==> src/rtl/alu_arb_if.sv <==
// ----------------------------------------------------------------------------
// alu_arb_if : request/response bundle between two requesters and alu_arb.
//   req[1:0]        request lines, one per requester
//   op0/a0/b0       requester 0 operation and sign-magnitude operands
//   op1/a1/b1       requester 1 operation and sign-magnitude operands
//   gnt[1:0]        one-hot grant, held until the handshake completes
//   done[1:0]       one-hot completion, res/ovf valid while set
//   res[3:0], ovf   two's complement result and overflow flag
//   busy            arbiter is not idle
// Modports: master = requester side, slave = arbiter side.
// ----------------------------------------------------------------------------
interface alu_arb_if;
   logic [1:0] req;
   logic       op0;
   logic [3:0] a0;
   logic [3:0] b0;
   logic       op1;
   logic [3:0] a1;
   logic [3:0] b1;
   logic [1:0] gnt;
   logic [1:0] done;
   logic [3:0] res;
   logic       ovf;
   logic       busy;

   modport master (
      output req, op0, a0, b0, op1, a1, b1,
      input  gnt, done, res, ovf, busy
   );

   modport slave (
      input  req, op0, a0, b0, op1, a1, b1,
      output gnt, done, res, ovf, busy
   );
endinterface

==> src/rtl/alu_arb.sv <==
// ----------------------------------------------------------------------------
// alu_arb : round-robin arbiter/sequencer sharing one 4-bit sign-magnitude
// add/sub datapath between two requesters using a four-phase req/done
// handshake.
// Ports:
//   clk      system clock, rising edge
//   rst      synchronous reset, active-high
//   bus      alu_arb_if.slave (req, operands in; gnt, done, res, ovf, busy out)
//   ovf_cnt  [7:0] saturating count of overflowing results
//            (present only when ALU_ARB_OVFCNT_EN is defined)
// Parameters:
//   EXEC_CYCLES  cycles spent in EXEC before the result registers (1..15)
// Configuration macro: ALU_ARB_OVFCNT_EN adds the overflow counter.
// ----------------------------------------------------------------------------
module alu_arb #(
   parameter int EXEC_CYCLES = 1
) (
   input logic       clk,
   input logic       rst,
   alu_arb_if.slave  bus
`ifdef ALU_ARB_OVFCNT_EN
   ,
   output logic [7:0] ovf_cnt
`endif
);

   typedef enum logic [1:0] {
      IDLE = 2'd0,
      EXEC = 2'd1,
      RESP = 2'd2
   } state_t;

   localparam logic [3:0] CNT_LOAD = 4'(EXEC_CYCLES - 1);

   state_t     state_r;
   logic       ptr_r;      // requester favoured when both request
   logic       sel_r;      // requester currently being served
   logic       op_r;
   logic [3:0] a_r;
   logic [3:0] b_r;
   logic [3:0] cnt_r;

   logic       sel_s;
   logic [3:0] b_eff_s;
   logic [4:0] sum_s;
   logic [3:0] res_s;
   logic       ovf_s;

   // Sign-magnitude to 5-bit two's complement; -0 maps to 0.
   function automatic logic [4:0] conv5(input logic [3:0] x);
      logic [3:0] t;
      if (x[3]) begin
         t = {1'b1, ~x[2:0]} + 4'd1;
      end else begin
         t = x;
      end
      return {t[3], t};
   endfunction

   // Requester selection: a lone request wins, otherwise the pointer decides.
   always_comb begin
      sel_s = 1'b0;
      if (bus.req == 2'b11) begin
         sel_s = ptr_r;
      end else if (bus.req[1]) begin
         sel_s = 1'b1;
      end else begin
         sel_s = 1'b0;
      end
   end

   // Datapath on the latched operands. Subtraction flips b's sign bit;
   // the extra fifth bit exposes overflow as a disagreement of bits 4 and 3.
   always_comb begin
      b_eff_s = b_r;
      if (op_r) begin
         b_eff_s = {~b_r[3], b_r[2:0]};
      end else begin
         b_eff_s = b_r;
      end
      sum_s = conv5(a_r) + conv5(b_eff_s);
      res_s = sum_s[3:0];
      ovf_s = sum_s[4] ^ sum_s[3];
   end

   // Control FSM with registered outputs and operand latches.
   always_ff @(posedge clk) begin
      if (rst) begin
         state_r  <= IDLE;
         ptr_r    <= 1'b0;
         sel_r    <= 1'b0;
         op_r     <= 1'b0;
         a_r      <= 4'd0;
         b_r      <= 4'd0;
         cnt_r    <= 4'd0;
         bus.gnt  <= 2'b00;
         bus.done <= 2'b00;
         bus.res  <= 4'd0;
         bus.ovf  <= 1'b0;
         bus.busy <= 1'b0;
`ifdef ALU_ARB_OVFCNT_EN
         ovf_cnt  <= 8'd0;
`endif
      end else begin
         case (state_r)
            IDLE: begin
               if (bus.req != 2'b00) begin
                  sel_r    <= sel_s;
                  op_r     <= sel_s ? bus.op1 : bus.op0;
                  a_r      <= sel_s ? bus.a1  : bus.a0;
                  b_r      <= sel_s ? bus.b1  : bus.b0;
                  bus.gnt  <= sel_s ? 2'b10 : 2'b01;
                  cnt_r    <= CNT_LOAD;
                  bus.busy <= 1'b1;
                  state_r  <= EXEC;
               end else begin
                  state_r  <= IDLE;
               end
            end
            EXEC: begin
               if (cnt_r == 4'd0) begin
                  bus.res  <= res_s;
                  bus.ovf  <= ovf_s;
                  bus.done <= sel_r ? 2'b10 : 2'b01;
                  state_r  <= RESP;
`ifdef ALU_ARB_OVFCNT_EN
                  if (ovf_s && (ovf_cnt != 8'hFF)) begin
                     ovf_cnt <= ovf_cnt + 8'd1;
                  end else begin
                     ovf_cnt <= ovf_cnt;
                  end
`endif
               end else begin
                  cnt_r    <= cnt_r - 4'd1;
               end
            end
            RESP: begin
               // res/ovf deliberately keep their values after the handshake.
               if (!bus.req[sel_r]) begin
                  bus.done <= 2'b00;
                  bus.gnt  <= 2'b00;
                  ptr_r    <= ~sel_r;
                  bus.busy <= 1'b0;
                  state_r  <= IDLE;
               end else begin
                  state_r  <= RESP;
               end
            end
            default: begin
               state_r  <= IDLE;
               bus.gnt  <= 2'b00;
               bus.done <= 2'b00;
               bus.busy <= 1'b0;
            end
         endcase
      end
   end

endmodule

==> src/flat_wrapper.sv <==
// flat-port wrapper written by rule: the top's interface ports become plain ports
module alu_arb_flat 
#(
   parameter int EXEC_CYCLES = 1
)
  (clk, rst, bus_req, bus_op0, bus_a0, bus_b0, bus_op1, bus_a1, bus_b1, bus_gnt, bus_done, bus_res, bus_ovf, bus_busy);
  alu_arb_if bus_i ();
  input logic clk;
  input logic rst;
  input wire logic [$bits(bus_i.req)-1:0] bus_req;
  input wire logic [$bits(bus_i.op0)-1:0] bus_op0;
  input wire logic [$bits(bus_i.a0)-1:0] bus_a0;
  input wire logic [$bits(bus_i.b0)-1:0] bus_b0;
  input wire logic [$bits(bus_i.op1)-1:0] bus_op1;
  input wire logic [$bits(bus_i.a1)-1:0] bus_a1;
  input wire logic [$bits(bus_i.b1)-1:0] bus_b1;
  output wire logic [$bits(bus_i.gnt)-1:0] bus_gnt;
  output wire logic [$bits(bus_i.done)-1:0] bus_done;
  output wire logic [$bits(bus_i.res)-1:0] bus_res;
  output wire logic [$bits(bus_i.ovf)-1:0] bus_ovf;
  output wire logic [$bits(bus_i.busy)-1:0] bus_busy;
  assign bus_i.req = bus_req;
  assign bus_i.op0 = bus_op0;
  assign bus_i.a0 = bus_a0;
  assign bus_i.b0 = bus_b0;
  assign bus_i.op1 = bus_op1;
  assign bus_i.a1 = bus_a1;
  assign bus_i.b1 = bus_b1;
  assign bus_gnt = bus_i.gnt;
  assign bus_done = bus_i.done;
  assign bus_res = bus_i.res;
  assign bus_ovf = bus_i.ovf;
  assign bus_busy = bus_i.busy;
  alu_arb #(.EXEC_CYCLES(EXEC_CYCLES)) u_core (.clk(clk), .rst(rst), .bus(bus_i));
endmodule
==> config.mk <==
export PLATFORM = sky130hd
export DESIGN_NAME = alu_arb_flat
export DESIGN_NICKNAME = d
export VERILOG_FILES = /design/src/rtl/alu_arb_if.sv /design/src/rtl/alu_arb.sv /design/src/flat_wrapper.sv
export SDC_FILE = /design/constraint.sdc
export NUM_CORES = 1
export LEC_CHECK = 0
export ABC_AREA = 1
export CAP_MARGIN = 25
export CORE_ASPECT_RATIO = 1.5
export CORE_MARGIN = 1.5
export CORE_UTILIZATION = 54
export CTS_CLUSTER_DIAMETER = 60
export DETAILED_ROUTE_END_ITERATION = 10
export GPL_TIMING_DRIVEN = 1
export PLACE_DENSITY_LB_ADDON = 0.15
export SLEW_MARGIN = 25
export SYNTH_ARGS = -nofsm -noshare
export SYNTH_HDL_FRONTEND = slang
export SYNTH_SLANG_ARGS = --single-unit
==> constraint.sdc <==
create_clock -name clk -period 2.9 [get_ports clk]
set_input_delay 0.435 -clock clk [delete_from_list [all_inputs] [get_ports clk]]
set_output_delay 0.435 -clock clk [all_outputs]
set_load 0.02 [all_outputs]
==> impl_summary.log <==
[metrics] number of setup buffers added after CTS: 0
[metrics] routed via count divided by cell count: 4.91
[metrics] warning count from the yosys run: 0
[metrics] leading cell types by total area after synthesis: sky130_fd_sc_hd__dfxtp_1 (36%), sky130_fd_sc_hd__nand2_1 (12%), sky130_fd_sc_hd__inv_1 (8.0%)
[metrics] sum of negative setup slack: 0 ps
[metrics] worst slew pin tran: 387 ps
[metrics] leakage dissipation: 0.000854 uW
[metrics] r2r startpoint: u_core.b_r[0]$_SDFFE_PP0P_
[metrics] top library cells by usage in the layout, fill and taps aside: sky130_fd_sc_hd__nand2_1 (48), sky130_fd_sc_hd__inv_1 (32), sky130_fd_sc_hd__clkdlybuf4s50_1 (31)
[metrics] hold depth: 2
[metrics] Routed WL per cell: 10.1 um
[metrics] top layer used by detailed routing: met4
[metrics] number of CTS-inserted buffers: 3
[metrics] mean area per synthesized cell: 7.16 um2
[metrics] element type at the critical path start: flop
[metrics] final net count: 276
[metrics] vias: 1384
[metrics] Die X: 46.2 um
[metrics] number of DRC violations after detailed-routing iteration 0: 30
[metrics] status: complete, no violations
[metrics] clock slew at reported path FFs: 90 ps
[metrics] diode insertion count for antenna repair: 0
[metrics] Int Power: 726 uW
[metrics] clock latency on the worst-skew pair: 270 ps
[metrics] IR Drop Worst-Case VDD: 0.000335 V
[metrics] total DRC errors in the routed layout: 0
[metrics] sequential element share of the synthesized area: 35.8%
[metrics] unrepaired setup endpoints after global routing: no
[metrics] largest net degree at the start of global routing: 16
[metrics] top fanout value on the critical path: 3
[metrics] Layout Skew: 1.79 ps
[metrics] maximum clock frequency: 0.515 GHz
[metrics] global-route wire length before repair: 4940 um
[metrics] number of I/O port buffers: 31
[metrics] leading cell type in the layout, fill and taps excluded: sky130_fd_sc_hd__nand2_1
[metrics] Net Switching: 412 uW
[metrics] Clock Power Share: 18.3%
[metrics] library cell used as clock root buffer: sky130_fd_sc_hd__clkbuf_8
[metrics] synthesized net count: 241
[metrics] Cells after Synth: 211
[metrics] Top Ports: 32
[metrics] FF-to-FF path depth: 11
[metrics] antenna violations before repair: 0
[metrics] Hold Violations, Final: 0
[metrics] total global routing track utilization: 21.4%
[metrics] register-to-register setup slack: 960 ps
[metrics] Area Overhead vs Synth: 25.4%
[metrics] met2 routed wirelength: 1560 um
[metrics] Placer Congestion: 0.847
[metrics] DIE HEIGHT: 67.8 um
[metrics] deepest level of the CTS H-tree: 1
[metrics] Hold Path End: u_core.op_r$_SDFFE_PP0P_
[metrics] total number of placement rows: 23
[metrics] class of the worst hold path: reg -> reg
[metrics] switching share of power: 36.2%
[metrics] Worst Min Path Start: u_core.op_r$_SDFFE_PP0P_
[metrics] number of maximum-capacitance violations: 0
[metrics] post-synth cell types: 27
[metrics] cell type with the largest total area after synthesis: sky130_fd_sc_hd__dfxtp_1
[metrics] part of the total power dissipated in combinational logic: 40.4%
[metrics] Die ar.: 0.00313 mm2
[metrics] worst-case headroom to the max-slew limit: 74.0%
[metrics] Slew Limit Fails: 0
[metrics] Detail Placement HPWL: 2280 um
[metrics] post-layout min period: 1940 ps
[metrics] netlist area before placement: 0.00151 mm2
[metrics] number of clock sinks: 27
[metrics] Core Area: 0.00268 mm2
[metrics] Data arrival, critical path: 2160 ps
[metrics] Placed Cells incl. Taps: 278
[metrics] routed metal-1 wirelength: 1170 um
[metrics] crit end category: flop
[metrics] length of the first detailed-routing pass in iterations: 4
[metrics] initial core utilization: 56.4%
[metrics] detailed-routed wire length on met3: 81 um
[metrics] Max clock buf depth: 2
[metrics] via count of the first global-routing pass: 1253
[metrics] area share of the largest cell type after synthesis: 35.8%
[metrics] final-report setup violation count: 0
[metrics] TritonCTS clock tree: built
[metrics] worst path required time: 3120 ps
[metrics] quantity of gates resized following cts: 0
[metrics] antenna-violating nets left: 0
[metrics] sum of routed wire length over all layers: 2860 um
[metrics] Final period util: 66.9%
[metrics] post-synthesis register bit count: 27
[metrics] startpoint-to-endpoint class of the critical path: reg -> reg
[metrics] pwr/cell area: 600 mW/mm2
[metrics] fraction of layout cells with a size suffix above 1: 9.39%
[metrics] Congestion Overflow GR: 0
[metrics] # hold bufs at CTS: 0
[metrics] number of standard cells in the final layout excluding fillers: 282
[metrics] destination of the worst register-to-register timing path: u_core.bus.ovf$_SDFFE_PP0N_
[metrics] fill cell instance count of the final layout: 234
[metrics] part of the power in registers: 41.3%
state kept, by name, summed over array words and instances, names as in the netlist, 2 cells and up:
register / flops
u_core.bus.done: 2
u_core.bus.res: 4
u_core.bus.gnt: 2
u_core.state_r: 2
u_core.cnt_r: 4
u_core.b_r: 4
u_core.a_r: 4
synthesized netlist by cell type (all sizes together):
cell    number
a211oi       1
nor2b        1
a21oi       10
xnor2        2
buf          1
o22ai        7
nor2        33
o21ai       11
dfxtp       27
fa           1
or2          1
nor3         1
xor2         2
nand2       51
clkbuf       1
nand3       15
inv         37
a31oi        2
ha           7
worst max-delay path by stage:
| stage | startpoint | endpoint | slack [ps] | cells after the start |
|---|---|---|---|---|
| after CTS | u_core.b_r[0]$_SDFFE_PP0P_ | u_core.bus.ovf$_SDFFE_PP0N_ | 970 | 11 |
| after detailed placement | u_core.b_r[0]$_SDFFE_PP0P_ | u_core.bus.ovf$_SDFFE_PP0N_ | 1000 | 11 |
| after global placement | bus_req[0] | u_core.bus.gnt[0]$_SDFFE_PP0P_ | 1020 | 6 |
| after global routing | u_core.b_r[3]$_SDFFE_PP0P_ | u_core.bus.res[3]$_SDFFE_PP0N_ | 810 | 11 |
| after floorplan | u_core.b_r[0]$_SDFFE_PP0P_ | u_core.bus.ovf$_SDFFE_PP0N_ | 1150 | 11 |
| final | u_core.b_r[0]$_SDFFE_PP0P_ | u_core.bus.ovf$_SDFFE_PP0N_ | 960 | 11 |
metrics by stage:
| step | total power (uW) | hold WS, ps | setup slack, ps | utilization [%] | cell area, um2 |
|---|---|---|---|---|---|
| 6_report | 1140 | 470 | 959 | 70.8 | 1890 |
| 5_1_grt | 1230 | 491 | 808 | 70.8 | 1890 |
| 4_1_cts | 1150 | 473 | 966 | 70.8 | 1890 |
| 3_5_place_dp | 936 | 460 | 996 | 69.1 | 1850 |
| 3_3_place_gp | 929 | 452 | 1020 | 69.1 | 1850 |
| 2_1_floorplan | 794 | 445 | 1150 | - | 1510 |
layout make-up:
cell class              instances  area, um2  area share, %
multi-input cells             145        806           42.5
flip-flops and latches         27        541           28.5
repair buffers                 32        318           16.8
inverters                      37        139           7.33
well taps                      37       46.3           2.44
clock buffers                   4       45.0           2.38
kinds of logic after synthesis:
| logic type | after synthesis | share of synthesized area (%) |
|---|---|---|
| xor gates and xnor gates | 4 | 2.32 |
| AOI/OAI and AO/OA | 31 | 14.6 |
| and+or+nand+nor | 102 | 29.3 |
| buffers and inverters | 39 | 10.9 |
| adders and majority gates | 8 | 7.12 |
| DFF | 27 | 35.8 |
metal layers:
metal  vias up  GRT usage, %
met3         5          2.41
met1       617          22.5
met4         0          9.64
met2        31          40.1
li1        731             -
met5         -             0
worst max-delay path, cell delays in order (launching register included):
cell	delay, ps
sky130_fd_sc_hd__dfxtp_1	370
sky130_fd_sc_hd__inv_1	90
sky130_fd_sc_hd__ha_1	290
sky130_fd_sc_hd__nor2_1	110
sky130_fd_sc_hd__a21oi_1	80
sky130_fd_sc_hd__fa_1	480
sky130_fd_sc_hd__nand3_1	120
sky130_fd_sc_hd__nor2b_1	140
sky130_fd_sc_hd__nand2_1	60
sky130_fd_sc_hd__nand3_1	70
sky130_fd_sc_hd__nand2_1	50
sky130_fd_sc_hd__inv_1	40
power groups by stage:
stage / clock (uW) / combinational, uW / sequential (uW)
detailed placement: 0 / 458 / 478
finish: 208 / 459 / 470
global placement: 0 / 453 / 476
floorplan: 0 / 288 / 506
CTS: 213 / 464 / 470
global route: 226 / 525 / 477
(Power assumes the default switching activity.)
